===== src/rtl/mem_stage_if.sv =====
// EX->MEM->WB bus of the memory stage. The slave modport is the stage itself;
// the master modport is whatever drives EX, stall/flush and the SRAM read port.
interface mem_stage_if;
  logic        stall_i;
  logic        flush_i;
  logic        ex_valid;
  logic [31:0] ex_pc;
  logic        ex_rf_we;
  logic [4:0]  ex_rf_waddr;
  logic [31:0] ex_result;
  logic [2:0]  ex_load_op;
  logic [31:0] data_sram_rdata;
  logic        wb_valid;
  logic [31:0] wb_pc;
  logic        wb_rf_we;
  logic [4:0]  wb_rf_waddr;
  logic [31:0] wb_rf_wdata;
  logic        mem_adel;
  logic [37:0] mem_to_id;

  modport slave (
    input  stall_i, flush_i, ex_valid, ex_pc, ex_rf_we, ex_rf_waddr, ex_result, ex_load_op,
    input  data_sram_rdata,
    output wb_valid, wb_pc, wb_rf_we, wb_rf_waddr, wb_rf_wdata, mem_adel, mem_to_id
  );

  modport master (
    output stall_i, flush_i, ex_valid, ex_pc, ex_rf_we, ex_rf_waddr, ex_result, ex_load_op,
    output data_sram_rdata,
    input  wb_valid, wb_pc, wb_rf_we, wb_rf_waddr, wb_rf_wdata, mem_adel, mem_to_id
  );
endinterface


===== src/rtl/mem_stage.sv =====
// Pipeline MEM stage: holds the EX result for one cycle, aligns load data from
// the data SRAM, flags misaligned loads and feeds WB plus the ID bypass bus.
// SRAM read data is only valid in the first cycle a load sits in MEM, so it is
// buffered when that cycle is stalled.
module mem_stage (
  input logic        clk,
  input logic        rst_n,
  mem_stage_if.slave bus
);

  localparam logic [2:0] LdLb  = 3'd1;
  localparam logic [2:0] LdLbu = 3'd2;
  localparam logic [2:0] LdLh  = 3'd3;
  localparam logic [2:0] LdLhu = 3'd4;
  localparam logic [2:0] LdLw  = 3'd5;

  logic        mem_valid_q;
  logic [31:0] mem_pc_q;
  logic        mem_rf_we_q;
  logic [4:0]  mem_rf_waddr_q;
  logic [31:0] mem_result_q;
  logic [2:0]  mem_load_op_q;
  logic [1:0]  mem_addr_lo_q;
  logic        fresh_q;
  logic [31:0] buf_q;
  logic        buf_valid_q;

  logic        load_en;
  logic [31:0] raw_data;
  logic [7:0]  ld_byte;
  logic [15:0] ld_half;
  logic [31:0] aligned;
  logic        adel;
  logic        we_eff;

  assign load_en = ~bus.stall_i & ~bus.flush_i;

  // MEM register: a flush wipes the whole entry so WB and the bypass bus read zero.
  always_ff @(posedge clk or negedge rst_n) begin
    if (!rst_n) begin
      mem_valid_q    <= 1'b0;
      mem_pc_q       <= '0;
      mem_rf_we_q    <= 1'b0;
      mem_rf_waddr_q <= '0;
      mem_result_q   <= '0;
      mem_load_op_q  <= '0;
      mem_addr_lo_q  <= '0;
    end else if (bus.flush_i) begin
      mem_valid_q    <= 1'b0;
      mem_pc_q       <= '0;
      mem_rf_we_q    <= 1'b0;
      mem_rf_waddr_q <= '0;
      mem_result_q   <= '0;
      mem_load_op_q  <= '0;
      mem_addr_lo_q  <= '0;
    end else if (!bus.stall_i) begin
      mem_valid_q    <= bus.ex_valid;
      mem_pc_q       <= bus.ex_pc;
      mem_rf_we_q    <= bus.ex_rf_we;
      mem_rf_waddr_q <= bus.ex_rf_waddr;
      mem_result_q   <= bus.ex_result;
      mem_load_op_q  <= bus.ex_load_op;
      mem_addr_lo_q  <= bus.ex_result[1:0];
    end
  end

  // fresh marks the first cycle an entry occupies MEM (the only cycle rdata is valid).
  always_ff @(posedge clk or negedge rst_n) begin
    if (!rst_n) begin
      fresh_q <= 1'b0;
    end else begin
      fresh_q <= load_en;
    end
  end

  // Read-data buffer: keep the SRAM word when a load's first MEM cycle is stalled.
  always_ff @(posedge clk or negedge rst_n) begin
    if (!rst_n) begin
      buf_q       <= '0;
      buf_valid_q <= 1'b0;
    end else if (bus.flush_i || !bus.stall_i) begin
      buf_valid_q <= 1'b0;
    end else if (mem_valid_q && (mem_load_op_q != 3'd0) && fresh_q) begin
      buf_q       <= bus.data_sram_rdata;
      buf_valid_q <= 1'b1;
    end
  end

  // Load data selection and alignment.
  always_comb begin
    raw_data = buf_valid_q ? buf_q : bus.data_sram_rdata;
    ld_byte  = raw_data[7:0];
    case (mem_addr_lo_q)
      2'd0:    ld_byte = raw_data[7:0];
      2'd1:    ld_byte = raw_data[15:8];
      2'd2:    ld_byte = raw_data[23:16];
      default: ld_byte = raw_data[31:24];
    endcase
    ld_half = mem_addr_lo_q[1] ? raw_data[31:16] : raw_data[15:0];
    aligned = mem_result_q;
    case (mem_load_op_q)
      LdLb:    aligned = {{24{ld_byte[7]}}, ld_byte};
      LdLbu:   aligned = {24'h0, ld_byte};
      LdLh:    aligned = {{16{ld_half[15]}}, ld_half};
      LdLhu:   aligned = {16'h0, ld_half};
      LdLw:    aligned = raw_data;
      default: aligned = mem_result_q;
    endcase
  end

  assign adel = mem_valid_q &
                ((((mem_load_op_q == LdLh) || (mem_load_op_q == LdLhu)) && mem_addr_lo_q[0]) ||
                 ((mem_load_op_q == LdLw) && (mem_addr_lo_q != 2'd0)));

  assign we_eff = mem_valid_q & mem_rf_we_q & ~adel;

  assign bus.wb_valid    = mem_valid_q & ~bus.stall_i;
  assign bus.wb_pc       = mem_pc_q;
  assign bus.wb_rf_we    = we_eff & ~bus.stall_i;
  assign bus.wb_rf_waddr = mem_rf_waddr_q;
  assign bus.wb_rf_wdata = aligned;
  assign bus.mem_adel    = adel;
  // Bypass stays live during a stall so ID can still forward the pending write.
  assign bus.mem_to_id   = {we_eff, mem_rf_waddr_q, aligned};

endmodule


===== src/flat_wrapper.sv =====
// flat-port wrapper written by rule: the top's interface ports become plain ports
module mem_stage_flat 
  (clk, rst_n, bus_stall_i, bus_flush_i, bus_ex_valid, bus_ex_pc, bus_ex_rf_we, bus_ex_rf_waddr, bus_ex_result, bus_ex_load_op, bus_data_sram_rdata, bus_wb_valid, bus_wb_pc, bus_wb_rf_we, bus_wb_rf_waddr, bus_wb_rf_wdata, bus_mem_adel, bus_mem_to_id);
  mem_stage_if bus_i ();
  input logic clk;
  input logic rst_n;
  input wire logic [$bits(bus_i.stall_i)-1:0] bus_stall_i;
  input wire logic [$bits(bus_i.flush_i)-1:0] bus_flush_i;
  input wire logic [$bits(bus_i.ex_valid)-1:0] bus_ex_valid;
  input wire logic [$bits(bus_i.ex_pc)-1:0] bus_ex_pc;
  input wire logic [$bits(bus_i.ex_rf_we)-1:0] bus_ex_rf_we;
  input wire logic [$bits(bus_i.ex_rf_waddr)-1:0] bus_ex_rf_waddr;
  input wire logic [$bits(bus_i.ex_result)-1:0] bus_ex_result;
  input wire logic [$bits(bus_i.ex_load_op)-1:0] bus_ex_load_op;
  input wire logic [$bits(bus_i.data_sram_rdata)-1:0] bus_data_sram_rdata;
  output wire logic [$bits(bus_i.wb_valid)-1:0] bus_wb_valid;
  output wire logic [$bits(bus_i.wb_pc)-1:0] bus_wb_pc;
  output wire logic [$bits(bus_i.wb_rf_we)-1:0] bus_wb_rf_we;
  output wire logic [$bits(bus_i.wb_rf_waddr)-1:0] bus_wb_rf_waddr;
  output wire logic [$bits(bus_i.wb_rf_wdata)-1:0] bus_wb_rf_wdata;
  output wire logic [$bits(bus_i.mem_adel)-1:0] bus_mem_adel;
  output wire logic [$bits(bus_i.mem_to_id)-1:0] bus_mem_to_id;
  assign bus_i.stall_i = bus_stall_i;
  assign bus_i.flush_i = bus_flush_i;
  assign bus_i.ex_valid = bus_ex_valid;
  assign bus_i.ex_pc = bus_ex_pc;
  assign bus_i.ex_rf_we = bus_ex_rf_we;
  assign bus_i.ex_rf_waddr = bus_ex_rf_waddr;
  assign bus_i.ex_result = bus_ex_result;
  assign bus_i.ex_load_op = bus_ex_load_op;
  assign bus_i.data_sram_rdata = bus_data_sram_rdata;
  assign bus_wb_valid = bus_i.wb_valid;
  assign bus_wb_pc = bus_i.wb_pc;
  assign bus_wb_rf_we = bus_i.wb_rf_we;
  assign bus_wb_rf_waddr = bus_i.wb_rf_waddr;
  assign bus_wb_rf_wdata = bus_i.wb_rf_wdata;
  assign bus_mem_adel = bus_i.mem_adel;
  assign bus_mem_to_id = bus_i.mem_to_id;
  mem_stage u_core (.clk(clk), .rst_n(rst_n), .bus(bus_i));
endmodule

===== config.mk =====
export PLATFORM = sky130hd
export DESIGN_NAME = mem_stage_flat
export DESIGN_NICKNAME = d
export VERILOG_FILES = /design/src/rtl/mem_stage_if.sv /design/src/rtl/mem_stage.sv /design/src/flat_wrapper.sv
export SDC_FILE = /design/constraint.sdc
export NUM_CORES = 1
export LEC_CHECK = 0
export BUFFER_PORTS_ARGS = -buffer_cell sky130_fd_sc_hd__buf_2
export CORE_MARGIN = 2
export CORE_UTILIZATION = 50
export DETAILED_ROUTE_END_ITERATION = 8
export GPL_TIMING_DRIVEN = 0
export PLACE_DENSITY_LB_ADDON = 0.08
export SYNTH_ARGS = -nofsm -noshare
export SYNTH_HDL_FRONTEND = slang
export SYNTH_SLANG_ARGS = --single-unit

===== constraint.sdc =====
create_clock -name clk -period 2.16 [get_ports clk]
set_input_delay 0 -clock clk [delete_from_list [all_inputs] [get_ports clk]]
set_output_delay 0 -clock clk [all_outputs]
set_load 0.03 [all_outputs]

## After elaboration in Yosys (flattened, before gate mapping)

Cells that the tools add are included.

| cells by class | value |
|---|---|
| shift-type cells | 0 |
| reduce and logical (&&, ||, !) cells | 13 |
| muxes and demuxes | 20 |
| divide/modulo/power cells | 0 |
| multiply operators | 0 |
| equality and inequality tests | 8 |
| order comparisons | 0 |
| $add $sub $neg | 0 |
| bitwise gates (word level) | 10 |

Operator list:

| kind | count |
|---|---|
| $mux W32 | 5 |
| $pmux W32 S5 | 1 |
| $pmux W8 S3 | 1 |
| $mux W16 | 1 |
| $mux W5 | 2 |
| $and A1 B1 Y1 | 6 |
| $eq A3 B2 Y1 const B | 2 |
| $eq A3 B3 Y1 const B | 2 |
| $mux W1 | 6 |
| $mux W3 | 2 |
| $logic_and A1 B1 Y1 | 4 |
| $mux W2 | 2 |
| $not A1 Y1 | 4 |
| $reduce_bool A2 Y1 | 2 |
| $eq A3 B1 Y1 const B | 1 |
| $logic_or A1 B1 Y1 | 3 |
| $reduce_bool A3 Y1 | 1 |
| $eq A2 B1 Y1 const B | 1 |
| $eq A2 B2 Y1 const B | 1 |
| $logic_not A2 Y1 | 1 |
| $ne A2 B1 Y1 const B | 1 |
| $reduce_and A2 Y1 | 1 |
| $logic_not A1 Y1 | 1 |

| storage, ports and cells | value |
|---|---|
| bits in registers | 110 |
| memories | 0 |
| RAM bits | 0 |
| output and inout bits | 110 |
| ROM bits | 0 |
| word-level logic and storage cells | 61 |
| bits in latches | 0 |
| input bits | 110 |

## Logic depth before layout (Yosys ltp)

| logic depth | value |
|---|---|
| depth in word-level cells | 8 |
| mapped depth | 9 |
| depth with buffers taken out | 5 |

## Least setup slack after synthesis

No wires, ideal clock.

| timing | value |
|---|---|
| kind | register -> output |
| from | reg u_core.buf_valid_q |
| to | out bus_wb_rf_wdata[13] |
| stages on the path, launching flop included | 8 |
| path buffers | 4 |
| arrival | 2784 ps |
| slack | -624 ps |
| cells stage by stage | dfrtp_1 > buf_6 > buf_2 > buf_2 > mux2_2 > nor2_1 > o311ai_0 > buf_4 |

| on the way | value |
|---|---|
| word-level cells in the longest chain between the ends | 3 |
| elaborated cells between the ends (all ways) | 4 |
| those cells by class | mux (4) |

Ends and longest elaborated chain:

| item | line | text |
|---|---|---|
| start, declared | mem_stage.sv:26 | `logic buf_valid_q;` |
| start signal, assigned | mem_stage.sv:80 | `buf_valid_q <= 1'b0;` |
| start signal, assigned | mem_stage.sv:82 | `buf_valid_q <= 1'b0;` |
| start signal, assigned | mem_stage.sv:85 | `buf_valid_q <= 1'b1;` |
| $mux W32 (*) | mem_stage.sv:91 | `raw_data = buf_valid_q ? buf_q : bus.data_sram_rdata;` |
| $pmux W8 S3 / $mux W16 (equally long branches) | mem_stage.sv:93, mem_stage.sv:99 |  |
| $pmux W32 S5 (*) | mem_stage.sv:101 | `case (mem_load_op_q)` |
| end, declared | flat_wrapper.sv:20 | `output wire logic [$bits(bus_i.wb_rf_wdata)-1:0] bus_wb_rf_wdata;` |

Mark *: on every way between the ends. The rest lies on a longest branch, timed or not.

## Final worst setup path

| timing | value |
|---|---|
| from | reg u_core.buf_valid_q |
| to | out bus_wb_rf_wdata[4] |

Same word-level chain as after synthesis.

==> key figures <==
Placed design
  – Quantity of I/O buffers inserted on ports: 218
  – Cell area reported after detailed placement: 0.007198 mm^2
  – Routability congestion estimate: 0.8204
  – Total placed cells including tap cells: 880
  – Placement Setup Slack: -0.4445 ns
  – Total half-perimeter wirelength after legalization and detailed placement: 12600 um

Yosys
  – Post-synth top area share: 46.08%
  – Most numerous cell in the Yosys netlist: sky130_fd_sc_hd__dfrtp_1
  – Flops & latches, synth: 108
  – Syn_nets: 628
  – Avg Synthesized Cell Area: 11.32 um^2
  – Most frequent cells after synthesis: sky130_fd_sc_hd__dfrtp_1, sky130_fd_sc_hd__nor2_1, sky130_fd_sc_hd__mux2i_1
  – Largest cells by area after synthesis: sky130_fd_sc_hd__dfrtp_1, sky130_fd_sc_hd__mux2i_1, sky130_fd_sc_hd__mux2_2, sky130_fd_sc_hd__nor2_1, sky130_fd_sc_hd__buf_4
  – Library cells used by synthesis: 41
  – Number of warning messages in the yosys log: 0
  – Leading register cell type out of synthesis: sky130_fd_sc_hd__dfrtp_1
  – Cell accounting for the most synthesized area: sky130_fd_sc_hd__dfrtp_1
  – Gate Count Post-Synth: 518
  – Number of synthesized flops with an enable pin: 0
  – Asr flop ratio synth: 100.0%
  – Seq/Total Area, Yosys: 46.08%
  – Area of the mapped netlist: 0.005864 mm^2

Hold path
  – Hold wc startpoint: bus_flush_i
  – Path type of the worst min-delay path: in -> reg

Route
  – Drc violations: 0
  – Routed wire per std cell: 20.17 um
  – ANT nets after route: 0
  – Total routed wirelength: 20790 um
  – Drt pass-1 iters: 5
  – Number of vias after detailed routing: 5766
  – DR vias/cell: 5.593
  – Starting DRC count in detailed routing: 431

STA
  – WHS: 0.05655 ns
  – Min cycle time layout: 2.553 ns
  – Worst Tran Pin Value: 0.8138 ns
  – Crit path setup slack, layout: -0.3926 ns
  – Clock Skew: 0.004926 ns
  – Sum Neg Setup Slack: -13.97 ns
  – RSZ-0062 raised after global routing: yes
  – Max-slew violation count: 0
  – Highest Clock Rate: 391.8 MHz
  – Ratio of final minimum period to clock period: 118.2%
  – Final count of negative-setup-slack endpoints: 60
  – Final count of hold timing violations: 0
  – Max transition margin: 45.75%

Cells and area
  – Share of cells above drive strength 1: 47.64%
  – Post-layout util: 83.00%
  – Non-filler cells in the finished layout: 1031
  – Number of nets in the final layout: 993
  – Signed area change from the synthesized netlist to the final layout: 61.62%
  – N_diodes: 0
  – Cell area after layout: 0.009478 mm^2

Clock network
  – Clk Tree Root Cell: sky130_fd_sc_hd__clkbuf_16
  – Clock-pin slew reported for the worst setup and hold paths after clock tree synthesis: 0.07 ns
  – Clock latency of the later-clocked register in the worst-skew pair: 0.35 ns
  – TritonCTS Buffers: 9
  – TritonCTS clock tree: yes
  – H-tree level count: 3
  – Maximum clock path buffer count: 2
  – Clock sink total: 108

Outcome
  – Violated checks: negative setup slack
  – Result of the run: finished with violations

Setup path
  – Highest-delay cell along the critical path: sky130_fd_sc_hd__mux4_2
  – First element of the critical path: u_core.buf_valid_q
  – Type of destination of the critical path: primary output
  – Type of origin of the critical path: flop
  – Startpoint-to-endpoint class of the critical path: reg -> out
  – Arrival time at the worst endpoint: 2.55 ns
  – Register-to-register setup slack: 0.16 ns
  – Largest driver fanout on the critical path: 6
  – Critical Path, Cell by Cell: buf_6, clkbuf_16, mux4_2, a222oi_1, a21oi_2, buf_4, buf_6
  – Worst endpoint required time: 2.16 ns
  – Slowest cell delay on critical path: 0.57 ns
  – Cell mode on critical path: sky130_fd_sc_hd__buf_6
  – Beginning of the worst register-to-register path: u_core.mem_load_op_q[1]

Power
  – VDD IR max: 0.4054 mV
  – Leakage: 4.796 nW
  – Total power: 5.849 mW
  – Power per Cell Area: 617.1 mW/mm^2

Floorplan
  – Vertical extent of the die: 112.3 um
  – Floorplan Core Area: 0.01142 mm^2
  – Horiz. Die Dim: 112.3 um
  – IO Pins: 220
  – Number of standard-cell rows in the floorplan: 39
  – Initial standard-cell utilization of the core: 51.36%
  – Die ar.: 0.01261 mm^2

Global route
  – First-pass GRT wire length: 29910 um
  – Antenna violations before repair: 0
  – Global-route usage over all layers: 30.10%
  – Largest net degree at the start of global routing: 63
  – Number of global-route vias before repair: 5700
  – Grt ovf: 0

Job
  – Max-Cap Viols: 0
## timing repair
item,in CTS,in global routing
buffers inserted,3,23
gates cloned,1,3
pin swaps,12,30
hold endpoints to repair,167,0
resized for setup,108,125
setup endpoints to repair,67,66
hold buffers,107,0
## cells by family after synthesis
kind of cell               Yosys count  share of synthesized area (%)
and+or+nand+nor                    117                          8.043
adders and majority gates            1                         0.1707
buffers and inverters               82                          8.321
xor gates and xnor gates             1                         0.1494
muxes                              148                          28.27
DFF                                108                          46.08
AOI/OAI and AO/OA                   61                          8.961
## where the power goes
group / internal (mW) / switching (mW) / leakage [nW]
Clock: 0.823 / 0.790 / 0.133
Combinational: 0.924 / 1.05 / 3.22
Sequential: 2.16 / 0.0984 / 1.44
Total: 3.91 / 1.94 / 4.80
## metal layers
metal  vias to the layer above  global-route usage, %  wire length [um]
met5                         -                      0                 0
met4                         0                  9.268               763
met3                        65                  5.292              1640
met2                       325                  51.57             10380
met1                      2806                  39.29              8008
li1                       2570                      -                 -
## flip-flops by register name (all words and copies together) (netlist names)
name,flops
u_core.fresh_q,1
u_core.mem_load_op_q,3
u_core.mem_addr_lo_q,1
u_core.buf_valid_q,1
u_core.bus.wb_pc,32
u_core.buf_q,32
u_core.bus.wb_rf_waddr,5
u_core.mem_rf_we_q,1
u_core.mem_valid_q,1
u_core.mem_result_q,31
## critical path: cells and delay by family (launching register included)
| family | cells | cell delay [ns] |
|---|---|---|
| muxes | 1 | 0.57 |
| AOI/OAI and AO/OA | 2 | 0.69 |
| DFF | 1 | 0.34 |
| buffers and inverters | 4 | 0.61 |
## placed cells by master (no fill, tap or decap), types with 2 or more instances in the layout
cell and instances:
sky130_fd_sc_hd__a32oi_1 3, sky130_fd_sc_hd__dlygate4sd3_1 107, sky130_fd_sc_hd__nand2_1 11, sky130_fd_sc_hd__clkbuf_4 2
sky130_fd_sc_hd__mux2_4 3, sky130_fd_sc_hd__clkbuf_2 2, sky130_fd_sc_hd__buf_4 58, sky130_fd_sc_hd__a222oi_1 12
sky130_fd_sc_hd__buf_8 3, sky130_fd_sc_hd__a221o_1 16, sky130_fd_sc_hd__o21ai_0 2, sky130_fd_sc_hd__buf_1 8
sky130_fd_sc_hd__mux2i_2 2, sky130_fd_sc_hd__a21oi_1 5, sky130_fd_sc_hd__clkbuf_8 2, sky130_fd_sc_hd__clkinvlp_4 4
sky130_fd_sc_hd__nand3b_1 2, sky130_fd_sc_hd__buf_6 77, sky130_fd_sc_hd__buf_2 160, sky130_fd_sc_hd__clkbuf_16 11
sky130_fd_sc_hd__nand3_1 2, sky130_fd_sc_hd__buf_12 2, sky130_fd_sc_hd__nor2_2 2, sky130_fd_sc_hd__o211ai_1 2
sky130_fd_sc_hd__dfrtp_1 108, sky130_fd_sc_hd__clkbuf_1 8, sky130_fd_sc_hd__a21oi_2 6, sky130_fd_sc_hd__nand2_2 2
sky130_fd_sc_hd__nor2_1 87, sky130_fd_sc_hd__mux2_2 58, sky130_fd_sc_hd__mux4_2 8, sky130_fd_sc_hd__and2_1 2
sky130_fd_sc_hd__mux2i_1 77
## cell type report
class	instances	area (um^2)
multi-input combinational	329	2853
clock inverter	6	47.55
inverter	4	21.27
clock buffer	10	239.0
tap	143	178.9
fill	645	1941
timing repair buffer	355	2848
sequential	108	2703
buffer	76	588.1
## path summary, 6_finish.rpt
check | end | cells past startpoint
min in group asynchronous | u_core.mem_result_q[3] | 2
max | bus_wb_rf_wdata[4] | 7
min reg2reg | u_core.buf_q[17] | 1
max reg2reg | u_core.buf_q[12] | 6
min | u_core.buf_valid_q | 3
max in group asynchronous | u_core.mem_result_q[14] | 3
No activity file was read; power rests on OpenSTA's default activity.
